**src/rtl/mii_rx_pkg.sv**
```systemverilog
// Shared types and constants for the MII receive frame decoder and its CRC helper.
package mii_rx_pkg;
  typedef enum logic [1:0] {
    S_IDLE,
    S_PREAMBLE,
    S_DATA,
    S_DROP
  } rx_state_e;

  localparam logic [3:0]  PREAMBLE_NIBBLE = 4'h5;
  localparam logic [3:0]  SFD_NIBBLE      = 4'hD;
  localparam logic [31:0] CRC_INIT        = 32'hFFFF_FFFF;
  localparam logic [31:0] CRC_POLY        = 32'hEDB8_8320;
  localparam logic [31:0] CRC_RESIDUE     = 32'hDEBB_20E3;
endpackage

```
**src/rtl/crc32_d8.sv**
```systemverilog
// Combinational Ethernet CRC-32 step: one byte, LSB first, reflected polynomial.
module crc32_d8
  import mii_rx_pkg::*;
(
  input  logic [31:0] crc,
  input  logic [7:0]  data,
  output logic [31:0] crc_next
);
  always_comb begin
    crc_next = crc;
    for (int i = 0; i < 8; i++) begin
      if (crc_next[0] ^ data[i]) crc_next = (crc_next >> 1) ^ CRC_POLY;
      else                       crc_next = crc_next >> 1;
    end
  end
endmodule

```
**src/rtl/mii_rx_frame.sv**
```systemverilog
// MII receive frame decoder: preamble/SFD strip, byte assembly, FCS/length/alignment status.
// Optional frame/CRC-error counters are built only when MII_RX_STATS_EN is defined.
module mii_rx_frame
  import mii_rx_pkg::*;
#(
  parameter int MIN_FRAME_BYTES = 64,
  parameter int MAX_FRAME_BYTES = 1518
) (
  input  logic        eth_rx_clk,
  input  logic        rstn,
  input  logic [3:0]  eth_rx_d,
  input  logic        eth_rx_dv,
  input  logic        eth_rx_err,
  output logic [7:0]  rx_byte,
  output logic        rx_byte_valid,
  output logic        rx_sof,
  output logic        rx_eof,
  output logic        rx_crc_ok,
  output logic        rx_frame_err,
  output logic [10:0] rx_len,
  output logic [15:0] frame_count,
  output logic [15:0] crc_err_count
);
  localparam logic [10:0] MIN_LEN = 11'(MIN_FRAME_BYTES);
  localparam logic [10:0] MAX_LEN = 11'(MAX_FRAME_BYTES);

  rx_state_e   state, state_nxt;
  logic        phase;
  logic [3:0]  low_nib;
  logic [31:0] crc, crc_nxt;
  logic [10:0] len, len_inc;
  logic        phy_err, too_long;
  logic [7:0]  cur_byte;
  logic        sfd_hit, data_nib, eof_hit, crc_good, frame_bad;

  assign cur_byte  = {eth_rx_d, low_nib};
  assign sfd_hit   = (state == S_PREAMBLE) && eth_rx_dv && (eth_rx_d == SFD_NIBBLE);
  assign data_nib  = (state == S_DATA) && eth_rx_dv;
  assign eof_hit   = (state == S_DATA) && !eth_rx_dv;
  assign len_inc   = (len == 11'h7FF) ? len : len + 11'd1;
  assign crc_good  = (crc == CRC_RESIDUE);
  // phase=1 at dv fall means an odd nibble count; the dangling nibble never reached the CRC.
  assign frame_bad = !crc_good || phase || phy_err || too_long || (len < MIN_LEN);

  crc32_d8 u_crc (
    .crc      (crc),
    .data     (cur_byte),
    .crc_next (crc_nxt)
  );

  always_ff @(posedge eth_rx_clk or negedge rstn) begin
    if (!rstn) state <= S_IDLE;
    else       state <= state_nxt;
  end

  always_comb begin
    state_nxt = state;
    case (state)
      S_IDLE:
        if (eth_rx_dv) state_nxt = (eth_rx_d == PREAMBLE_NIBBLE) ? S_PREAMBLE : S_DROP;
      S_PREAMBLE:
        if (!eth_rx_dv)                      state_nxt = S_IDLE;
        else if (eth_rx_d == SFD_NIBBLE)     state_nxt = S_DATA;
        else if (eth_rx_d != PREAMBLE_NIBBLE) state_nxt = S_DROP;
      S_DATA:  if (!eth_rx_dv) state_nxt = S_IDLE;
      S_DROP:  if (!eth_rx_dv) state_nxt = S_IDLE;
      default: state_nxt = S_IDLE;
    endcase
  end

  always_ff @(posedge eth_rx_clk or negedge rstn) begin
    if (!rstn) begin
      phase         <= 1'b0;
      low_nib       <= '0;
      crc           <= '0;
      len           <= '0;
      phy_err       <= 1'b0;
      too_long      <= 1'b0;
      rx_byte       <= '0;
      rx_byte_valid <= 1'b0;
      rx_sof        <= 1'b0;
      rx_eof        <= 1'b0;
      rx_crc_ok     <= 1'b0;
      rx_frame_err  <= 1'b0;
      rx_len        <= '0;
    end else begin
      rx_byte_valid <= 1'b0;
      rx_sof        <= 1'b0;
      rx_eof        <= 1'b0;
      if (sfd_hit) begin
        phase    <= 1'b0;
        crc      <= CRC_INIT;
        len      <= '0;
        phy_err  <= 1'b0;
        too_long <= 1'b0;
      end
      if (data_nib) begin
        if (eth_rx_err) phy_err <= 1'b1;
        if (!phase) begin
          low_nib <= eth_rx_d;
          phase   <= 1'b1;
        end else begin
          phase <= 1'b0;
          crc   <= crc_nxt;
          len   <= len_inc;
          // Oversize bytes still feed CRC and length, but are not presented downstream.
          if (len < MAX_LEN) begin
            rx_byte       <= cur_byte;
            rx_byte_valid <= 1'b1;
            rx_sof        <= (len == 11'd0);
          end else begin
            too_long <= 1'b1;
          end
        end
      end
      if (eof_hit) begin
        rx_eof       <= 1'b1;
        rx_crc_ok    <= crc_good;
        rx_frame_err <= frame_bad;
        rx_len       <= len;
      end
    end
  end

`ifdef MII_RX_STATS_EN
  always_ff @(posedge eth_rx_clk or negedge rstn) begin
    if (!rstn) begin
      frame_count   <= '0;
      crc_err_count <= '0;
    end else if (eof_hit) begin
      if (!frame_bad) frame_count   <= frame_count + 16'd1;
      if (!crc_good)  crc_err_count <= crc_err_count + 16'd1;
    end
  end
`else
  assign frame_count   = '0;
  assign crc_err_count = '0;
`endif
endmodule

```
**config.mk**
```make
export PLATFORM = sky130hd
export DESIGN_NAME = mii_rx_frame
export DESIGN_NICKNAME = d
export VERILOG_FILES = /design/src/rtl/mii_rx_pkg.sv /design/src/rtl/crc32_d8.sv /design/src/rtl/mii_rx_frame.sv
export SDC_FILE = /design/constraint.sdc
export NUM_CORES = 1
export LEC_CHECK = 0
export ABC_CLOCK_PERIOD_IN_PS = 4600
export BUFFER_PORTS_ARGS = -buffer_cell sky130_fd_sc_hd__buf_2
export CAP_MARGIN = 15
export CORE_UTILIZATION = 30
export CTS_CLUSTER_SIZE = 30
export DETAILED_ROUTE_END_ITERATION = 8
export HOLD_SLACK_MARGIN = 0.08
export RECOVER_POWER = 100
export SLEW_MARGIN = 20
export SYNTH_ARGS = -nofsm -noshare
export SYNTH_HDL_FRONTEND = slang
export SYNTH_HIERARCHICAL = 1
export SYNTH_SLANG_ARGS = --single-unit
```
**constraint.sdc**
```tcl
create_clock -name eth_rx_clk -period 4.6 [get_ports eth_rx_clk]
set_input_delay 1.15 -clock eth_rx_clk [delete_from_list [all_inputs] [get_ports eth_rx_clk]]
set_output_delay 1.15 -clock eth_rx_clk [all_outputs]
set_load 0.005 [all_outputs]
```
=== Word-level counts from Yosys, hierarchy flattened ===
Cells that the tools add are included.

* Word-level logic and storage cells: 102
* Bits of input ports: 8
* Bits in registers: 76
* Bits in writable memories: 0
* Output and inout bits: 56
* Memories kept: 0
* Bits in latches: 0
* Memory bits (read-only): 0

* Add/subtract/negate cells: 1
* Shift operators: 0
* Bitwise operators: 17
* Reductions and logical operators: 17
* $lt $le $gt $ge: 2
* Mux-type cells: 39
* Multipliers: 0
* Div/mod/pow operators: 0
* Equality and inequality tests: 12

{| class="wikitable"
|+ Operators with widths
! kind !! number
|-
| 32-bit 2-to-1 mux || 11
|-
| 13-bit inverter with 14-bit output || 8
|-
| 11-bit 2-to-1 mux || 4
|-
| 32-bit == test (second input constant) || 1
|-
| 1-bit 2-to-1 mux || 17
|-
| 2-bit 2-to-1 mux || 6
|-
| 11-bit by 1-bit adder with 11-bit output (second input constant) || 1
|-
| 11-bit == test (second input constant) || 1
|-
| 11-bit zero test || 1
|-
| 11-bit less-than comparator (second input constant) || 1
|-
| 11-bit by 7-bit less-than comparator with 1-bit output (second input constant) || 1
|-
| 1-bit bitwise XOR || 8
|-
| 2-bit one-hot mux with 3 select lines || 1
|-
| 3-bit AND reduction || 2
|-
| 2-bit == test (second input constant) || 2
|-
| 4-bit by 3-bit == test with 1-bit output (second input constant) || 1
|-
| 4-bit == test (second input constant) || 1
|-
| 1-bit logical AND || 4
|-
| 1-bit logical OR || 4
|-
| 2-bit != test (second input constant) || 2
|-
| 4-bit by 2-bit != test with 1-bit output (second input constant) || 1
|-
| 4-bit by 3-bit != test with 1-bit output (second input constant) || 1
|-
| 3-bit != test (second input constant) || 1
|-
| 2-bit by 1-bit == test with 1-bit output (second input constant) || 1
|-
| 6 further kinds || 7
|}

=== Longest topological paths before layout ===
* Depth after elaboration: 18
* Depth in mapped cells: 6
* Depth with buffers taken out: 6

=== Cells and area by module ===
Netlist, hierarchy kept.

{| class="wikitable"
|+ By module, submodules not included
! module !! cells each !! instances !! sequential area each (µm²) !! area each (µm²)
|-
| mii_rx_frame || 336 || 1 || 1,901.8 || 3,484.6
|-
| crc32_d8 || 70 || 1 || 0.0 || 769.5
|}

=== Worst setup path before layout ===
OpenSTA, ideal clock, no wires.

* Path kind: input-to-reg
* Start: input eth_rx_d[3]
* End: register crc[20]
* Setup time: 0.141 ns
* Required time: 4.459 ns
* Path buffers: 0
* Path slack: 1.884 ns
* Stages on the path: 6
* Arrival time: 2.574 ns
* Cells stage by stage: xnor2_2 > xor2_4 > xnor3_1 > xor3_1 > nand2_1 > nand3_1

* Elaborated cells between the ends (all ways): 7
* Those cells by class: eq/ne: 1; mux: 4; bitwise: 1; reduce/logical: 1

{| class="wikitable"
|+ RTL lines
! element !! line !! text
|-
| start: declaration || mii_rx_frame.sv:11 || <nowiki>input logic [3:0] eth_rx_d,</nowiki>
|-
| 1-bit bitwise XOR || crc32_d8.sv:12 || <nowiki>if (crc_next[0] ^ data[i]) crc_next = (crc_next >> 1) ^ CRC_POLY;</nowiki>
|-
| 32-bit 2-to-1 mux || crc32_d8.sv:12 ||
|-
| named net crc_nxt[20] || mii_rx_frame.sv:30 || <nowiki>logic [31:0] crc, crc_nxt;</nowiki>
|-
| 32-bit 2-to-1 mux || mii_rx_frame.sv:99 || <nowiki>if (!phase) begin</nowiki>
|-
| 32-bit 2-to-1 mux || mii_rx_frame.sv:97 || <nowiki>if (data_nib) begin</nowiki>
|-
| end signal: assignment || mii_rx_frame.sv:104 || <nowiki>crc <= crc_nxt;</nowiki>
|-
| end: declaration || mii_rx_frame.sv:30 ||
|}

The timed path passes the listed nets, and every way through them passes these cells.
A chain may end at the register's enable or synchronous reset.

=== Worst setup path in the final report ===
* Start: input eth_rx_d[1]
* End: register crc[0]

* Longest elaborated chain between the ends: 5

{| class="wikitable"
|+ Ends and longest elaborated chain
! element !! line !! text
|-
| 4-bit == test (*) || mii_rx_frame.sv:37 || <nowiki>assign sfd_hit = (state == S_PREAMBLE) && eth_rx_dv && (eth_rx_d == SFD_NIBBLE);</nowiki>
|-
| 1-bit logical AND (*) || mii_rx_frame.sv:37 ||
|-
| 32-bit 2-to-1 mux (*) || mii_rx_frame.sv:90 || <nowiki>if (sfd_hit) begin</nowiki>
|-
| 32-bit 2-to-1 mux || mii_rx_frame.sv:99 ||
|-
| 32-bit 2-to-1 mux (*) || mii_rx_frame.sv:97 ||
|}

Every way passes the cells marked *; elsewhere a longest branch is shown, timed or not.

==> flow_summary_export.csv <==
group,metric,value,unit
setup_path,rrSetupSlack,2.01,ns
power,p_int,2440,µW
power,swShare,0.390,
sta,relSlewSlack,-0.251,
sta,min_period,3.26,ns
job,drv_cap,2,
sta,tns,0,ns
route,routed_wl,8670,µm
hold_path,holdCritPathClass,"reg -> reg",
sta,rsz0062_at_grt,"false",
grt,antenna_found_initial,0,
clock_network,clockBufferDepth,2,
grt,grt_usage,0.129,
sta,max_freq,0.307,GHz
clock_network,clkSinkCount,76,
sta,tightest_slew,1.88,ns
setup_path,worstPathRequired,4.73,ns
setup_path,path_class,"in -> reg",
logic_synthesis,yosysSeqAreaShare,0.447,
grt,grt_pass1_wl,14500,µm
floorplanning,dieArea,14700,µm²
clock_network,ctsResizeCount,0,
clock_network,cts-root-buf,"clkbuf_16",
clock_network,clk_latency,0.34,ns
sta,hold_viol,0,
cells_and_area,num_antenna_cells,0,
power,power_density,851,nW/µm²
power,clkPwrFrac,0.174,
clock_network,hold_buffers,0,
sta,fin_skew,0.00505,ns
power,power_leakage,0.00212,µW
floorplanning,io_pins,64,
power,max-vdd-ir-drop,0.000406,V
route,dr_total_vias,2877,
route,drt_iter0_markers,211,
placed_design,gp_congestion,0.858,
clock_network,cts_setup_buffers,0,
outcome,status,"finished, violations left",
route,drc,0,
logic_synthesis,synthTopCellsByArea,"dfrtp_1 (45%), xnor2_1 (8.9%), mux2_2 (6.4%)",
route,postRouteAntennaNets,0,
setup_path,startpoint_type,"input port",
outcome,violations,"max-capacitance violations, max-slew violations",
route,drt_pass1_iterations,5,
placed_design,dp_worst_setup_slack,1.59,ns
logic_synthesis,synth_cells,406,
cells_and_area,nets,440,
clock_network,tritoncts,"done",
logic_synthesis,synth-seq-cells,76,
placed_design,dp_hpwl,6090,µm
placed_design,port-buffer-count,31,
setup_path,crit_path_end_kind,"flip-flop",
cells_and_area,area_delta_synth_final,10.6,%
floorplanning,row_count,43,
grt,grt_max_degree,77,
floorplanning,die_w,121,µm
logic_synthesis,yosys_warnings,6,
logic_synthesis,yosysTopAreaCellShare,0.447,
clock_network,h-tree-depth,3,
power,p_seq_frac,0.277,
sta,setup_slack,1.34,ns
logic_synthesis,syn_area_per_cell,10.5,µm²
power,p_comb_frac,0.548,
grt,grt_pass1_vias,2744,
cells_and_area,fillers,1422,
cells_and_area,drive_gt1_frac,0.159,
setup_path,worst-path-max-fanout,34,
sta,fin_crit_sh,0.709,
cells_and_area,post-route-util,0.339,
grt,overflow,0,
clock_network,clk_pin_slew,0.06,ns
setup_path,arrival,3.39,ns
power,p_switching,1560,µW
logic_synthesis,synth.distinct_cells,51,
route,wire_per_inst,14.1,µm
sta,slew_viol_final,114,
floorplanning,core_region_area,13900,µm²
route,drt-vias-per-instance,4.68,
clock_network,cts_buffers,9,
logic_synthesis,yosysTopAreaCell,"dfrtp_1",
floorplanning,initial_core_util,0.306,
logic_synthesis,synthesis.area,4250,µm²
sta,finalSetupViolations,0,
floorplanning,die_y,121,µm
## per-stage QoR
stage	cell area, µm²	std cells	hold slack (ns)	power [µW]
after floorplan	4370	437	0.464	2940
after global placement	4450	599	0.478	3320
after detailed placement	4450	599	0.490	3330
after CTS	4750	615	0.504	4050
after global routing	4710	615	0.524	4310
final	4710	615	0.503	4010
## metal layers
metal,part of all wire,GRT usage,up-vias
met5,0,0,-
met4,0.024,0.0687,0
met3,0.039,0.0263,13
met2,0.46,0.195,82
met1,0.48,0.174,1419
li1,-,-,1363
## synth_stat cells (all sizes together)
master and instances:
nor3b 1, nand3 35, or4 3, o31ai 1, ha 2, and4b 2, nor2b 2, xnor3 1
nand4bb 1, a21oi 2, or3 1, xnor2 49, nor2 7, nand2 71, a41oi 2, nand4b 3
clkbuf 15, nor3 2, conb 1, o311ai 1, and4bb 1, xor3 2, dfrtp 76, buf 38
o21ai 8, inv 5, nand4 6, mux2 24, nor4 4, nor4b 1, a31oi 6, nor4bb 1
a21o 1, a22oi 1, a22o 1, a32o 2, a21boi 1, xor2 18, and3 2, o21a 3
o211ai 3
## power groups by stage
stage                     clock, µW  sequential (µW)  combinational (µW)
final                           699             1110                2200
after global routing            743             1140                2420
after CTS                       717             1110                2220
after detailed placement          0             1120                2210
after global placement            0             1120                2200
after floorplan                   0             1060                1880
## registers in the layout (all words and copies together), names as in the netlist
name           flops
rx_frame_err       1
rx_byte            8
len               11
rx_crc_ok          1
phase              1
rx_len            11
phy_err            1
state              2
crc               32
rx_eof             1
too_long           1
rx_sof             1
rx_byte_valid      1
low_nib            4
## path summary, 6_finish.rpt
path,from,to,cells past startpoint
worst max-delay path,eth_rx_d[1],crc[0]$_DFF_PN0_,5
worst min-delay path,rx_len[4]$_DFFE_PN0P_,rx_len[4]$_DFFE_PN0P_,1
worst max register to register,state[1]$_DFFE_PN0P_,crc[0]$_DFF_PN0_,4
worst min register to register,rx_len[4]$_DFFE_PN0P_,rx_len[4]$_DFFE_PN0P_,1
max in group asynchronous,rstn,crc[3]$_DFF_PN0_,1
min in group asynchronous,rstn,rx_eof$_DFF_PN0_,1
## cells by family (layout without fill, tap and decap cells)
family                   Yosys count  after routing  share of synthesized area
other                              1             32                   0.000882
adder cells (fa/ha/maj)            2              2                    0.00588
multiplexers                      24             24                     0.0635
XOR/XNOR                          70             70                      0.181
flip-flops                        76             76                      0.447
buffers and inverters             58             56                     0.0821
AND/OR/NAND/NOR                  143            143                      0.166
AO/OA/AOI/OAI                     32             32                     0.0538
## critical path, cell delays in order
cell and delay, ns:
clkbuf_1 0.22, and4bb_2 0.30, nand4_1 0.37, clkbuf_1 1.13, nand3_1 0.21
## cell usage in the layout (no fill, tap or decap), types with 2 or more instances in the layout
| cell | instances |
|---|---|
| a21oi_1 | 2 |
| a31oi_1 | 6 |
| a32o_1 | 2 |
| a41oi_1 | 2 |
| and3_1 | 2 |
| and4b_1 | 2 |
| buf_2 | 13 |
| clkbuf_1 | 20 |
| clkbuf_16 | 9 |
| clkbuf_8 | 4 |
| clkinv_2 | 2 |
| conb_1 | 32 |
| dfrtp_1 | 76 |
| ha_1 | 2 |
| inv_1 | 5 |
| mux2_2 | 24 |
| nand2_1 | 71 |
| nand3_1 | 35 |
| nand4_1 | 5 |
| nand4b_1 | 3 |
| nor2_1 | 7 |
| nor2b_1 | 2 |
| nor3_1 | 2 |
| nor4_1 | 4 |
| o211ai_1 | 3 |
| o21a_1 | 3 |
| o21ai_0 | 7 |
| or4_1 | 3 |
| xnor2_1 | 43 |
| xnor2_2 | 5 |
| xor2_1 | 12 |
| xor2_2 | 5 |
| xor3_1 | 2 |
## layout make-up
class / count / area, µm² / share of cell area
Clock inverter: 3 / 18.8 / 0.00399
Multi-Input combinational cell: 303 / 2110 / 0.448
Clock buffer: 13 / 280 / 0.0596
Tap cell: 180 / 225 / 0.0479
Inverter: 5 / 18.8 / 0.00399
Timing Repair Buffer: 35 / 153 / 0.0324
Sequential cell: 76 / 1900 / 0.404
(Power assumes the default switching activity.)
